--- src/rtl/rca_multicycle_adder_if.sv ---
// Operand/result handshake bundle for the multi-cycle ripple-carry adder.
// The adder uses the slave view; the producer/consumer side uses the master view.
interface rca_multicycle_adder_if #(
  parameter int unsigned WIDTH = 16
);
  logic             in_valid;
  logic             in_ready;
  logic [WIDTH-1:0] a;
  logic [WIDTH-1:0] b;
  logic             cin;
  logic             op_sub;
  logic             out_valid;
  logic             out_ready;
  logic [WIDTH-1:0] sum;
  logic             cout;
  logic             ovf;

  modport master (
    output in_valid, a, b, cin, op_sub, out_ready,
    input  in_ready, out_valid, sum, cout, ovf
  );

  modport slave (
    input  in_valid, a, b, cin, op_sub, out_ready,
    output in_ready, out_valid, sum, cout, ovf
  );
endinterface

--- src/rtl/rca_multicycle_adder.sv ---
// Multi-cycle ripple-carry adder/subtractor: one CHUNK-wide slice per clock with a
// registered carry, valid/ready on both sides. WIDTH must be a multiple of CHUNK.
module rca_multicycle_adder #(
  parameter int unsigned WIDTH = 16,
  parameter int unsigned CHUNK = 4
) (
  input  logic                  clk,
  input  logic                  rst,
  rca_multicycle_adder_if.slave bus
);

  localparam int unsigned NCHUNK = WIDTH / CHUNK;
  localparam int unsigned CNT_W  = (NCHUNK > 1) ? $clog2(NCHUNK) : 1;
  localparam int unsigned SW     = CHUNK + 1;

  typedef enum logic [1:0] {
    S_IDLE = 2'd0,
    S_RUN  = 2'd1,
    S_DONE = 2'd2
  } state_t;

  state_t             r_state;
  state_t             w_state_nxt;
  logic [CNT_W-1:0]   r_cnt;
  logic [CNT_W-1:0]   w_cnt_nxt;
  logic [WIDTH-1:0]   r_a;
  logic [WIDTH-1:0]   w_a_nxt;
  logic [WIDTH-1:0]   r_b;
  logic [WIDTH-1:0]   w_b_nxt;
  logic               r_carry;
  logic               w_carry_nxt;
  logic [WIDTH-1:0]   r_sum;
  logic [WIDTH-1:0]   w_sum_nxt;
  logic               r_cout;
  logic               w_cout_nxt;
  logic               r_ovf;
  logic               w_ovf_nxt;
  logic               r_out_valid;
  logic               w_out_valid_nxt;

  logic [CHUNK-1:0]   w_sa;
  logic [CHUNK-1:0]   w_sb;
  logic [SW-1:0]      w_slice;
  logic               w_last;
  logic               w_slice_ovf;
  logic               w_in_ready_c;

  assign w_in_ready_c = (r_state == S_IDLE) && !rst;

  // Select the operand slice addressed by the chunk counter.
  always_comb begin
    w_sa = '0;
    w_sb = '0;
    for (int k = 0; k < int'(NCHUNK); k++) begin
      if (r_cnt == CNT_W'(k)) begin
        w_sa = r_a[k*CHUNK +: CHUNK];
        w_sb = r_b[k*CHUNK +: CHUNK];
      end
    end
  end

  assign w_slice = {1'b0, w_sa} + {1'b0, w_sb} + SW'(r_carry);
  assign w_last  = (r_cnt == CNT_W'(NCHUNK - 1));

  // Carry into the slice MSB is recovered as a^b^s at that bit position.
  assign w_slice_ovf = w_sa[CHUNK-1] ^ w_sb[CHUNK-1] ^ w_slice[CHUNK-1] ^ w_slice[CHUNK];

  always_ff @(posedge clk) begin
    if (rst) begin
      r_state <= S_IDLE;
    end else begin
      r_state <= w_state_nxt;
    end
  end

  always_comb begin
    w_state_nxt     = r_state;
    w_cnt_nxt       = r_cnt;
    w_a_nxt         = r_a;
    w_b_nxt         = r_b;
    w_carry_nxt     = r_carry;
    w_sum_nxt       = r_sum;
    w_cout_nxt      = r_cout;
    w_ovf_nxt       = r_ovf;
    w_out_valid_nxt = r_out_valid;

    case (r_state)
      S_IDLE: begin
        if (bus.in_valid && w_in_ready_c) begin
          w_a_nxt     = bus.a;
          w_b_nxt     = bus.op_sub ? ~bus.b : bus.b;
          w_carry_nxt = bus.op_sub ? 1'b1 : bus.cin;
          w_cnt_nxt   = '0;
          w_state_nxt = S_RUN;
        end
      end

      S_RUN: begin
        for (int k = 0; k < int'(NCHUNK); k++) begin
          if (r_cnt == CNT_W'(k)) begin
            w_sum_nxt[k*CHUNK +: CHUNK] = w_slice[CHUNK-1:0];
          end
        end
        w_carry_nxt = w_slice[CHUNK];
        w_cnt_nxt   = r_cnt + CNT_W'(1);
        if (w_last) begin
          w_cout_nxt      = w_slice[CHUNK];
          w_ovf_nxt       = w_slice_ovf;
          w_out_valid_nxt = 1'b1;
          w_cnt_nxt       = '0;
          w_state_nxt     = S_DONE;
        end
      end

      S_DONE: begin
        if (bus.out_ready) begin
          w_out_valid_nxt = 1'b0;
          w_state_nxt     = S_IDLE;
        end
      end

      default: begin
        w_out_valid_nxt = 1'b0;
        w_state_nxt     = S_IDLE;
      end
    endcase
  end

  // Datapath registers; reset discards any partial result.
  always_ff @(posedge clk) begin
    if (rst) begin
      r_cnt       <= '0;
      r_a         <= '0;
      r_b         <= '0;
      r_carry     <= 1'b0;
      r_sum       <= '0;
      r_cout      <= 1'b0;
      r_ovf       <= 1'b0;
      r_out_valid <= 1'b0;
    end else begin
      r_cnt       <= w_cnt_nxt;
      r_a         <= w_a_nxt;
      r_b         <= w_b_nxt;
      r_carry     <= w_carry_nxt;
      r_sum       <= w_sum_nxt;
      r_cout      <= w_cout_nxt;
      r_ovf       <= w_ovf_nxt;
      r_out_valid <= w_out_valid_nxt;
    end
  end

  assign bus.in_ready  = w_in_ready_c;
  assign bus.out_valid = r_out_valid;
  assign bus.sum       = r_sum;
  assign bus.cout      = r_cout;
  assign bus.ovf       = r_ovf;

endmodule
--- src/flat_wrapper.sv ---
// flat-port wrapper written by rule: the top's interface ports become plain ports
module rca_multicycle_adder_flat 
#(
  parameter int unsigned WIDTH = 16,
  parameter int unsigned CHUNK = 4
)
  (clk, rst, bus_in_valid, bus_a, bus_b, bus_cin, bus_op_sub, bus_out_ready, bus_in_ready, bus_out_valid, bus_sum, bus_cout, bus_ovf);
  rca_multicycle_adder_if #(.WIDTH(WIDTH)) bus_i ();
  input  logic clk;
  input  logic rst;
  input wire logic [$bits(bus_i.in_valid)-1:0] bus_in_valid;
  input wire logic [$bits(bus_i.a)-1:0] bus_a;
  input wire logic [$bits(bus_i.b)-1:0] bus_b;
  input wire logic [$bits(bus_i.cin)-1:0] bus_cin;
  input wire logic [$bits(bus_i.op_sub)-1:0] bus_op_sub;
  input wire logic [$bits(bus_i.out_ready)-1:0] bus_out_ready;
  output wire logic [$bits(bus_i.in_ready)-1:0] bus_in_ready;
  output wire logic [$bits(bus_i.out_valid)-1:0] bus_out_valid;
  output wire logic [$bits(bus_i.sum)-1:0] bus_sum;
  output wire logic [$bits(bus_i.cout)-1:0] bus_cout;
  output wire logic [$bits(bus_i.ovf)-1:0] bus_ovf;
  assign bus_i.in_valid = bus_in_valid;
  assign bus_i.a = bus_a;
  assign bus_i.b = bus_b;
  assign bus_i.cin = bus_cin;
  assign bus_i.op_sub = bus_op_sub;
  assign bus_i.out_ready = bus_out_ready;
  assign bus_in_ready = bus_i.in_ready;
  assign bus_out_valid = bus_i.out_valid;
  assign bus_sum = bus_i.sum;
  assign bus_cout = bus_i.cout;
  assign bus_ovf = bus_i.ovf;
  rca_multicycle_adder #(.WIDTH(WIDTH), .CHUNK(CHUNK)) u_core (.clk(clk), .rst(rst), .bus(bus_i));
endmodule
--- config.mk ---
export PLATFORM = sky130hd
export DESIGN_NAME = rca_multicycle_adder_flat
export DESIGN_NICKNAME = d
export VERILOG_FILES = /design/src/rtl/rca_multicycle_adder_if.sv /design/src/rtl/rca_multicycle_adder.sv /design/src/flat_wrapper.sv
export SDC_FILE = /design/constraint.sdc
export NUM_CORES = 1
export LEC_CHECK = 0
export CAP_MARGIN = 10
export CORE_UTILIZATION = 45
export CTS_CLUSTER_SIZE = 10
export DETAILED_ROUTE_END_ITERATION = 12
export MAX_ROUTING_LAYER = met4
export PLACE_DENSITY_LB_ADDON = 0.2
export SKIP_LAST_GASP = 1
export SYNTH_ARGS = -nofsm -noshare
export SYNTH_HDL_FRONTEND = slang
export SYNTH_SLANG_ARGS = --single-unit
export TNS_END_PERCENT = 1
--- constraint.sdc ---
create_clock -name clk -period 2.82 [get_ports clk]
set_clock_uncertainty 0.2 [all_clocks]
set_input_delay 0.564 -clock clk [delete_from_list [all_inputs] [get_ports clk]]
set_output_delay 0.564 -clock clk [all_outputs]
set_load 0.02 [all_outputs]
==> results.toml <==
[sta]
setup_slack_ns = -0.0448
layout_min_cycle_time_ns = 2.86
hold_violations = 0
slew_viol_final = 0
worstMarginPinSlew_ns = 0.671
post-route-period-util_pct = 102
fmax_mhz = 349
relSlewSlack_pct = 55.2
rsz0062_at_grt = "true"
holdWs_ns = 0.264
setup_viol = 1

[clocking]
tritoncts.num_buffers = 5
max-clock-path-buffers = 2
clk_latency_ns = 0.31
cts_root_buf = "clkbuf_8"
clock-sinks = 56
cts_max_level = 2
ctsHoldBuffers = 0
cts_tree = "built"
clk_pin_slew_worst_paths_ns = 0.10

[flow_run]
maxCapViolCount = 0

[route]
route.detailed.drc = 0
vias_per_cell = 5.15
ant_nets = 0
drt_iter0_drc = 162
vias = 2300
drtPass1Iterations = 4
post_drt_wl_per_cell_um = 13.1
wirelength_um = 5840

[cells_and_area]
drive_gt1_share_pct = 11.7
final_cells = 447
diodes = 0
syn2layout_area_growth_pct = 33.1
final_core_util_pct = 63.2
seq_area_sq_um = 1130
multi_input_area_sq_um = 1510
stdcell_area_sq_um = 3540
n_fill_cell = 506
layout.nets = 421

[setup_path]
cp_max_fo = 7
crit_required_ns = 2.87
crit_type = "reg -> reg"
start_kind = "register"
cp-end-kind = "register"
cp.arrival_ns = 2.91

[die]
die-area_sq_um = 6230
die_h_um = 78.9
initial_core_util_pct = 47.5
core_sq_um = 5610
die_w_um = 78.9
io_pins = 58
rows = 27

[power]
peakVddDrop_v = 0.000233
clockPowerShare_pct = 25.9
seqPwrFrac_pct = 52.5
p_leak_uw = 0.00132
switching_share_pct = 27.4
net-switching-power_uw = 455
pwr_density_cell_nw_per_um2 = 468
power.internal_uw = 1200
combPwrFrac_pct = 21.7

[logic_synthesis]
synth.top_cells.by_count = "nand2_1 (58), dfxtp_1 (56), nand3b_1 (41)"
synth.most_common_cell = "nand2_1"
synth_area_sq_um = 2660
synth_ff_type = "dfxtp_1"
yosys_warnings = 0
syn_avg_cell_area_sq_um = 8.45
yosysTopAreaCell = "dfxtp_1"
ys_types = 28
yosysTopAreaCellShare_pct = 42.1
syn-instance-count = 315
seq_area_frac_synth_pct = 42.1
synth_area_leaders = "dfxtp_1 (42%), nand3b_1 (12%), nand2_1 (8.2%)"
synth_nets = 362
ys_ff_latch = 56
synth_edf_count = 0
async_flop_share_pct = 0

[placed_design]
gp_congestion = 0.841
place_inst = 438
port_buffers = 57
post-dp-hpwl_um = 4140
post_dp_cell_area_sq_um = 3360
pre_cts_ws_ns = -0.0312

[global_routing]
grt_use_met2_pct = 31.5
grt_max_degree = 61
gr-max-usage-layer = "met2"
antenna_found_initial = 0
met3_usage_pct = 4.02
grt_pass1_wl_um = 9620
grt-ovfl-total = 0
grt_util_met1_pct = 26.7
grtUsageTotal_pct = 20.4
grt_pass1_vias = 2035

[hold_path]
hp-class = "reg -> reg"

[outcome]
outcome = "finished, violations left"
violations = "setup timing"
## final cells by class
type,instances,area share (%)
repair buffers,74,20.1
multi-input cells,233,42.7
flip-flops and latches,56,31.9
clock inverters,1,0.247
clock buffers,7,2.15
inverters,4,0.424
well taps,72,2.54
## cells in the final DEF (no fill, tap or decap), types with 4 or more instances in the layout
cell             instances
clkbuf_8                 5
o21ai_0                  4
nor2b_1                  9
dfxtp_1                 54
nand2_1                 58
o21ai_1                 17
xnor2_1                 17
buf_4                   16
a211oi_1                 9
a221oi_1                 4
clkdlybuf4s50_1         57
o31ai_1                  4
a21oi_1                 20
nor2_1                  15
nor3_1                   6
nand3b_1                41
## worst max-delay path: stages (launching register included)
cell and delay [ns]:
dfxtp_4 0.38, inv_2 0.06, ha_4 0.18, nor2b_1 0.11
a221oi_1 0.08, nor3_1 0.22, a21oi_1 0.11, fa_2 0.43
fa_2 0.37, nand2b_4 0.15, a21oi_4 0.15, buf_4 0.13
nand2_1 0.05, a31oi_1 0.18
## power groups by stage
stage	Clock, uW	Combinational (uW)	Sequential, uW
floorplan	0	198	888
global placement	0	333	886
detailed placement	0	337	886
CTS	441	341	868
global route	466	398	875
finish	429	359	870
## metal layers
layer | vias to the layer above | wire [um]
met5 | - | 0
met3 | 8 | 267
met4 | 0 | 105
li1 | 1186 | -
met1 | 1041 | 2740
met2 | 65 | 2730
## worst paths after layout
check | from | to | slack [ns] | cells past startpoint
max reg2reg | u_core.r_cnt[1]$_SDFFE_PP0P_ | u_core.r_carry$_SDFFE_PP0P_ | -0.04 | 13
min | u_core.bus.sum[14]$_SDFFE_PP0P_ | u_core.bus.sum[14]$_SDFFE_PP0P_ | 0.26 | 2
max | u_core.r_cnt[1]$_SDFFE_PP0P_ | u_core.r_carry$_SDFFE_PP0P_ | -0.04 | 13
min reg2reg | u_core.bus.sum[14]$_SDFFE_PP0P_ | u_core.bus.sum[14]$_SDFFE_PP0P_ | 0.26 | 2
## timing repair
item,4_1_cts,5_1_grt
pin swaps,1,6
buffers inserted,1,0
resized for setup,3,18
setup endpoints to repair,6,11
## registers in the layout, indices dropped and copies added, names as in the netlist
name	cells
u_core.bus.cout	1
u_core.bus.out_valid	1
u_core.bus.ovf	1
u_core.bus.sum	16
u_core.r_a	16
u_core.r_b	16
u_core.r_carry	1
u_core.r_cnt	2
u_core.r_state	2
## cells by family (layout without fill, tap and decap cells)
family,Yosys count,in the layout,share of synthesized area [%]
DFF,56,56,42.1
muxes,1,1,0.376
and+or+nand+nor,140,140,28.0
adders and majority gates,9,9,4.80
xor gates and xnor gates,19,19,6.25
buffers and inverters,26,86,4.37
AOI/OAI and AO/OA,64,64,14.1
## metrics by stage
stage / setup TNS [ns] / power, uW
2_1_floorplan: 0 / 1090
3_3_place_gp: 0 / 1220
3_5_place_dp: -0.0350 / 1220
4_1_cts: 0 / 1650
5_1_grt: -0.532 / 1740
6_report: -0.0448 / 1660
(Power assumes the default switching activity.)
==> patch 1: new RTL, same flow settings <==
Encoding of `state_t`: now one-hot (3 bits for 3 states).
--- a/src/rtl/rca_multicycle_adder.sv
+++ b/src/rtl/rca_multicycle_adder.sv
@@ -13,10 +13,10 @@
   localparam int unsigned CNT_W  = (NCHUNK > 1) ? $clog2(NCHUNK) : 1;
   localparam int unsigned SW     = CHUNK + 1;
 
-  typedef enum logic [1:0] {
-    S_IDLE = 2'd0,
-    S_RUN  = 2'd1,
-    S_DONE = 2'd2
+  typedef enum logic [2:0] {
+    S_IDLE = 3'b001,
+    S_RUN  = 3'b010,
+    S_DONE = 3'b100
   } state_t;
 
   state_t             r_state;
Formal check against the unedited RTL: same outputs for any inputs over 10 cycles, from zero or initial values and one cycle with rst high; not proved beyond that.
==> patch 1 against the unedited design <==
- sequential share of layout area shrank 1.8 points
- core utilization grew 1.3 points
- critical endpoint is now u_core.bus.ovf$_SDFFE_PP0P_
- cell area is 7.7% higher
- sequential power grew 0.7%
- area after synthesis grew 3.2%
- global-route usage increased by 1.1 points
- setup slack better by 100 ps
- critical path type unchanged
- non-clock buffer count up 12
- via count up 6.9%
- power rose by 18%
- wire length is 6.1% higher
- largest power group unchanged
- sequential cell count grew 1
==> patch 1: results (changes against the unedited design) <==
<table>
<tr><th>Metric</th><th>Value</th></tr>
<tr><th colspan="2">Setup path</th></tr>
<tr><td>Capture instance of the worst register-to-register path</td><td>u_core.bus.ovf$_SDFFE_PP0P_</td></tr>
<tr><th colspan="2">Routing</th></tr>
<tr><td>DRC marker count from the first detailed-route iteration</td><td>148 (-8.6%)</td></tr>
<tr><td>Vias per cell</td><td>5.12 (-0.44%)</td></tr>
<tr><td>Vias post-DR</td><td>2459 (+6.9%)</td></tr>
<tr><th colspan="2">Cells and area</th></tr>
<tr><td>Relative area change from synthesis to final layout</td><td>38.9%</td></tr>
<tr><td>Fraction of standard cell area in multi-input logic</td><td>40.8% (-1.9 points)</td></tr>
<tr><td>Number of non-clock buffers in the layout</td><td>86 (+16%)</td></tr>
<tr><td>Final non-clock buffer share</td><td>21.0% (+0.92 points)</td></tr>
<tr><td>Layout clock buffer count</td><td>14 (+7)</td></tr>
<tr><th colspan="2">STA</th></tr>
<tr><td>Highest achievable clock rate</td><td>0.362 GHz (+3.6%)</td></tr>
<tr><td>WHS</td><td>258 ps (-6.60 ps)</td></tr>
<tr><th colspan="2">Hold path</th></tr>
<tr><td>Startpoint of the lowest-slack hold path</td><td>u_core.bus.sum[12]$_SDFFE_PP0P_</td></tr>
<tr><th colspan="2">Place</th></tr>
<tr><td>Pre-CTS setup slack</td><td>-163 ps (-132 ps)</td></tr>
<tr><td>Area after DPL</td><td>3510 sq um (+4.6%)</td></tr>
<tr><td>Inst Count DP</td><td>461 (+5.3%)</td></tr>
<tr><th colspan="2">Global routing</th></tr>
<tr><td>Global-route wire length before repair</td><td>10300 um (+7.1%)</td></tr>
<tr><td>Overall fraction of global-route tracks in use</td><td>21.6% (+1.1 points)</td></tr>
<tr><td>Number of global-route vias before repair</td><td>2260 (+11%)</td></tr>
<tr><th colspan="2">Logic synthesis</th></tr>
<tr><td>Proportion of synthesized area in mux cells</td><td>0% (-0.38 points)</td></tr>
<tr><td>Cell types with the largest area share after synthesis</td><td>dfxtp_1 (42%), nand3b_1 (12%), nand2_1 (9.2%), a21oi_1 (6.0%), xnor2_1 (5.7%)</td></tr>
<tr><td>Synth top cells by count</td><td>nand2_1 (67), dfxtp_1 (57), nand3b_1 (44)</td></tr>
<tr><td>Post-synthesis net count</td><td>376 (+3.9%)</td></tr>
<tr><td>Sequential element share of the synthesized area</td><td>41.5% (-0.60 points)</td></tr>
<tr><th colspan="2">Clocking</th></tr>
<tr><td>Sink Count</td><td>57 (+1.8%)</td></tr>
<tr><td>Post-cts gate resize count</td><td>7 (+4)</td></tr>
<tr><td>Source-to-sink clock delay at the later pin of the worst-skew pair</td><td>340 ps (+30 ps)</td></tr>
<tr><td>Number of buffers added for setup after CTS</td><td>0 (-1)</td></tr>
<tr><th colspan="2">Pwr</th></tr>
<tr><td>Comb pwr</td><td>282 uW (-21%)</td></tr>
<tr><td>Pwr Total</td><td>1.96 mW (+18%)</td></tr>
<tr><td>Peak ir drop on the vdd network</td><td>0.313 mV (+34%)</td></tr>
<tr><th colspan="2">Status</th></tr>
<tr><td>Run status</td><td>completed</td></tr>
</table>
patch 1: cell types whose count changed after synthesis, sizes merged, moves of 3 or more:
cell / before / now
a211oi: 9 / 3
a21oi: 21 / 33
a221oi: 4 / 0
a311oi: 0 / 3
clkbuf: 13 / 16
nand2: 58 / 67
nand3: 2 / 7
nand3b: 41 / 44
nor2: 16 / 9
nor2b: 9 / 3
nor3: 8 / 2
nor3b: 0 / 3
o21ai: 22 / 26
patch 1: critical path: stages, from the launching register on:
cell and delay [ps]:
dfxtp_4 360, inv_4 80, ha_4 170, nand3b_1 120, a21oi_2 60, a21oi_2 140
o21ai_2 90, fa_2 420, fa_2 370, a21o_1 170, a21oi_2 180, xnor2_1 160
a211oi_2 90
patch 1: routing by layer:
layer | track usage, % | vias up | share of wire [%]
met2 | 35.0 | 46 | 47
met4 | 9.64 | 0 | 1.8
met1 | 25.6 | 1138 | 48
met3 | 4.77 | 10 | 3.2
li1 | - | 1265 | -
met5 | - | - | 0
==> patch 2: new RTL, config.mk and constraints unchanged <==
Made on the original files. `CHUNK` is set to 4 in 2 places; all go to 8.
--- a/src/rtl/rca_multicycle_adder.sv
+++ b/src/rtl/rca_multicycle_adder.sv
@@ -2,7 +2,7 @@
 // registered carry, valid/ready on both sides. WIDTH must be a multiple of CHUNK.
 module rca_multicycle_adder #(
   parameter int unsigned WIDTH = 16,
-  parameter int unsigned CHUNK = 4
+  parameter int unsigned CHUNK = 8
 ) (
   input  logic                  clk,
   input  logic                  rst,
--- a/src/flat_wrapper.sv
+++ b/src/flat_wrapper.sv
@@ -2,7 +2,7 @@
 module rca_multicycle_adder_flat 
 #(
   parameter int unsigned WIDTH = 16,
-  parameter int unsigned CHUNK = 4
+  parameter int unsigned CHUNK = 8
 )
   (clk, rst, bus_in_valid, bus_a, bus_b, bus_cin, bus_op_sub, bus_out_ready, bus_in_ready, bus_out_valid, bus_sum, bus_cout, bus_ovf);
   rca_multicycle_adder_if #(.WIDTH(WIDTH)) bus_i ();
Check against the original RTL: not equivalent (Yosys sat finds a counterexample within 4 cycles, from zero or initial values and one cycle with rst high).
==> patch 2 against the unedited design <==
- sequential cell count fell by 1
- cell count decreased by 5.8%
- setup slack improved by 120 ps
- wire length fell by 7.8%
- cell area decreased by 6.2%
- area after synthesis is 1.9% lower
- power grew 0.44%
- synthesized cell count decreased by 4.8%
- critical endpoint is now u_core.bus.ovf$_SDFFE_PP0P_
- largest power group unchanged
==> patch 2: results (changes against the unedited design) <==
<table>
<tr><th>Metric</th><th>Value</th></tr>
<tr><th colspan="2">Global routing</th></tr>
<tr><td>Global-route wire length before repair</td><td>8740 um (-9.1%)</td></tr>
<tr><td>Overall fraction of global-route tracks in use</td><td>18.6% (-1.8 points)</td></tr>
<tr><th colspan="2">Routing</th></tr>
<tr><td>Routed length on met1</td><td>2560 um (-6.5%)</td></tr>
<tr><td>DRC marker count from the first detailed-route iteration</td><td>118 (-27%)</td></tr>
<tr><td>Vias post-DR</td><td>2132 (-7.3%)</td></tr>
<tr><td>Wire length on met2</td><td>2530 um (-7.4%)</td></tr>
<tr><th colspan="2">Setup path</th></tr>
<tr><td>Top delay family on crit path</td><td>compound AO/OA/AOI/OAI gates</td></tr>
<tr><td>Biggest fanout along the worst timing path</td><td>6 (-1)</td></tr>
<tr><td>Arrival time of data at the critical path endpoint</td><td>2740 ps (-170 ps)</td></tr>
<tr><td>Highest cell delay on the worst timing path</td><td>400 ps (-30 ps)</td></tr>
<tr><td>Slowest cell on the critical path</td><td>dfxtp_4</td></tr>
<tr><th colspan="2">Logic synthesis</th></tr>
<tr><td>Synth top cells by count</td><td>nand2_1 (60), dfxtp_1 (55), a21oi_1 (34)</td></tr>
<tr><td>Post-synthesis net count</td><td>347 (-4.1%)</td></tr>
<tr><td>Cell types with the largest area share after synthesis</td><td>dfxtp_1 (42%), nand2_1 (8.6%), mux2_2 (6.9%), xnor2_1 (6.7%), a21oi_1 (6.5%)</td></tr>
<tr><td>Synth cell types</td><td>33 (+18%)</td></tr>
<tr><td>Sequential element share of the synthesized area</td><td>42.2% (about the same)</td></tr>
<tr><td>Mean instance size in the synthesized netlist</td><td>8.70 sq um (+3.0%)</td></tr>
<tr><th colspan="2">Place</th></tr>
<tr><td>Post-detailed-placement half-perimeter wirelength</td><td>3970 um (-4.0%)</td></tr>
<tr><td>Inst Count DP</td><td>413 (-5.7%)</td></tr>
<tr><th colspan="2">Cells and area</th></tr>
<tr><td>Filler Cell Count</td><td>512 (+1.2%)</td></tr>
<tr><td>Count of non-filler cells in the finished layout</td><td>421 (-5.8%)</td></tr>
<tr><td>Share of post-route cells with drive strength above 1</td><td>10.3% (-1.4 points)</td></tr>
<tr><th colspan="2">Pwr</th></tr>
<tr><td>Peak ir drop on the vdd network</td><td>0.218 mV (-6.5%)</td></tr>
<tr><td>Power dissipated in sequential cells</td><td>862 uW (-0.9%)</td></tr>
<tr><td>Int Power</td><td>1.19 mW (-1.0%)</td></tr>
<tr><td>Proportion of power drawn by flip-flops and latches</td><td>51.8% (-0.7 points)</td></tr>
<tr><td>Comb pwr</td><td>382 uW (+6.4%)</td></tr>
<tr><th colspan="2">Clocking</th></tr>
<tr><td>Number of buffers added for setup after CTS</td><td>0 (-1)</td></tr>
<tr><td>Post-cts gate resize count</td><td>0 (-3)</td></tr>
<tr><th colspan="2">Status</th></tr>
<tr><td>Run status</td><td>completed</td></tr>
</table>
## patch 2: stage by stage
stage	setup WS [ps]	hold WS, ps	util (%)	TNS (ps)	area, sq um
after floorplan	-31.2	233	-	-31.2	2650
after global placement	110	242	58.4	0	3230
after detailed placement	55.3	245	58.4	0	3230
after CTS	39.7	259	59.9	0	3320
after global routing	13.6	277	60.0	0	3320
final	78.7	256	60.0	0	3320
## patch 2: routing by layer
layer	vias to the layer above	track usage, %
met2	60	30.0
met4	0	5.00
met5	-	-
met1	944	23.7
li1	1122	-
met3	6	3.84
## patch 2: tightest hold or removal path, stage by stage, from the launching register on
cell and delay [ps]:
dfxtp_1 320, nand2_1 50, a21oi_1 50
## patch 2: worst paths after layout
kind,from,slack (ps),endpoint
max reg2reg,u_core.r_cnt$_SDFFE_PP0P_,80,u_core.bus.ovf$_SDFFE_PP0P_
min reg2reg,u_core.bus.sum[0]$_SDFFE_PP0P_,260,u_core.bus.sum[0]$_SDFFE_PP0P_
max,u_core.r_cnt$_SDFFE_PP0P_,80,u_core.bus.ovf$_SDFFE_PP0P_
min,u_core.bus.sum[0]$_SDFFE_PP0P_,260,u_core.bus.sum[0]$_SDFFE_PP0P_
## patch 2: cells by family after synthesis
family | count (synthesis) | share of synthesized area [%]
buffers and inverters | 21 | 3.55
flip-flops | 55 | 42.2
adder cells (fa/ha/maj) | 9 | 4.89
XOR/XNOR | 21 | 7.04
multiplexers | 17 | 7.28
AND/OR/NAND/NOR | 107 | 17.8
AO/OA/AOI/OAI | 70 | 17.3
## patch 2: area by class of cell
class / count / area share [%]
multi-input combinational: 224 / 43.2
sequential: 55 / 33.2
timing repair buffer: 62 / 18.3
tap: 72 / 2.71
clock buffer: 6 / 2.18
clock inverter: 2 / 0.376
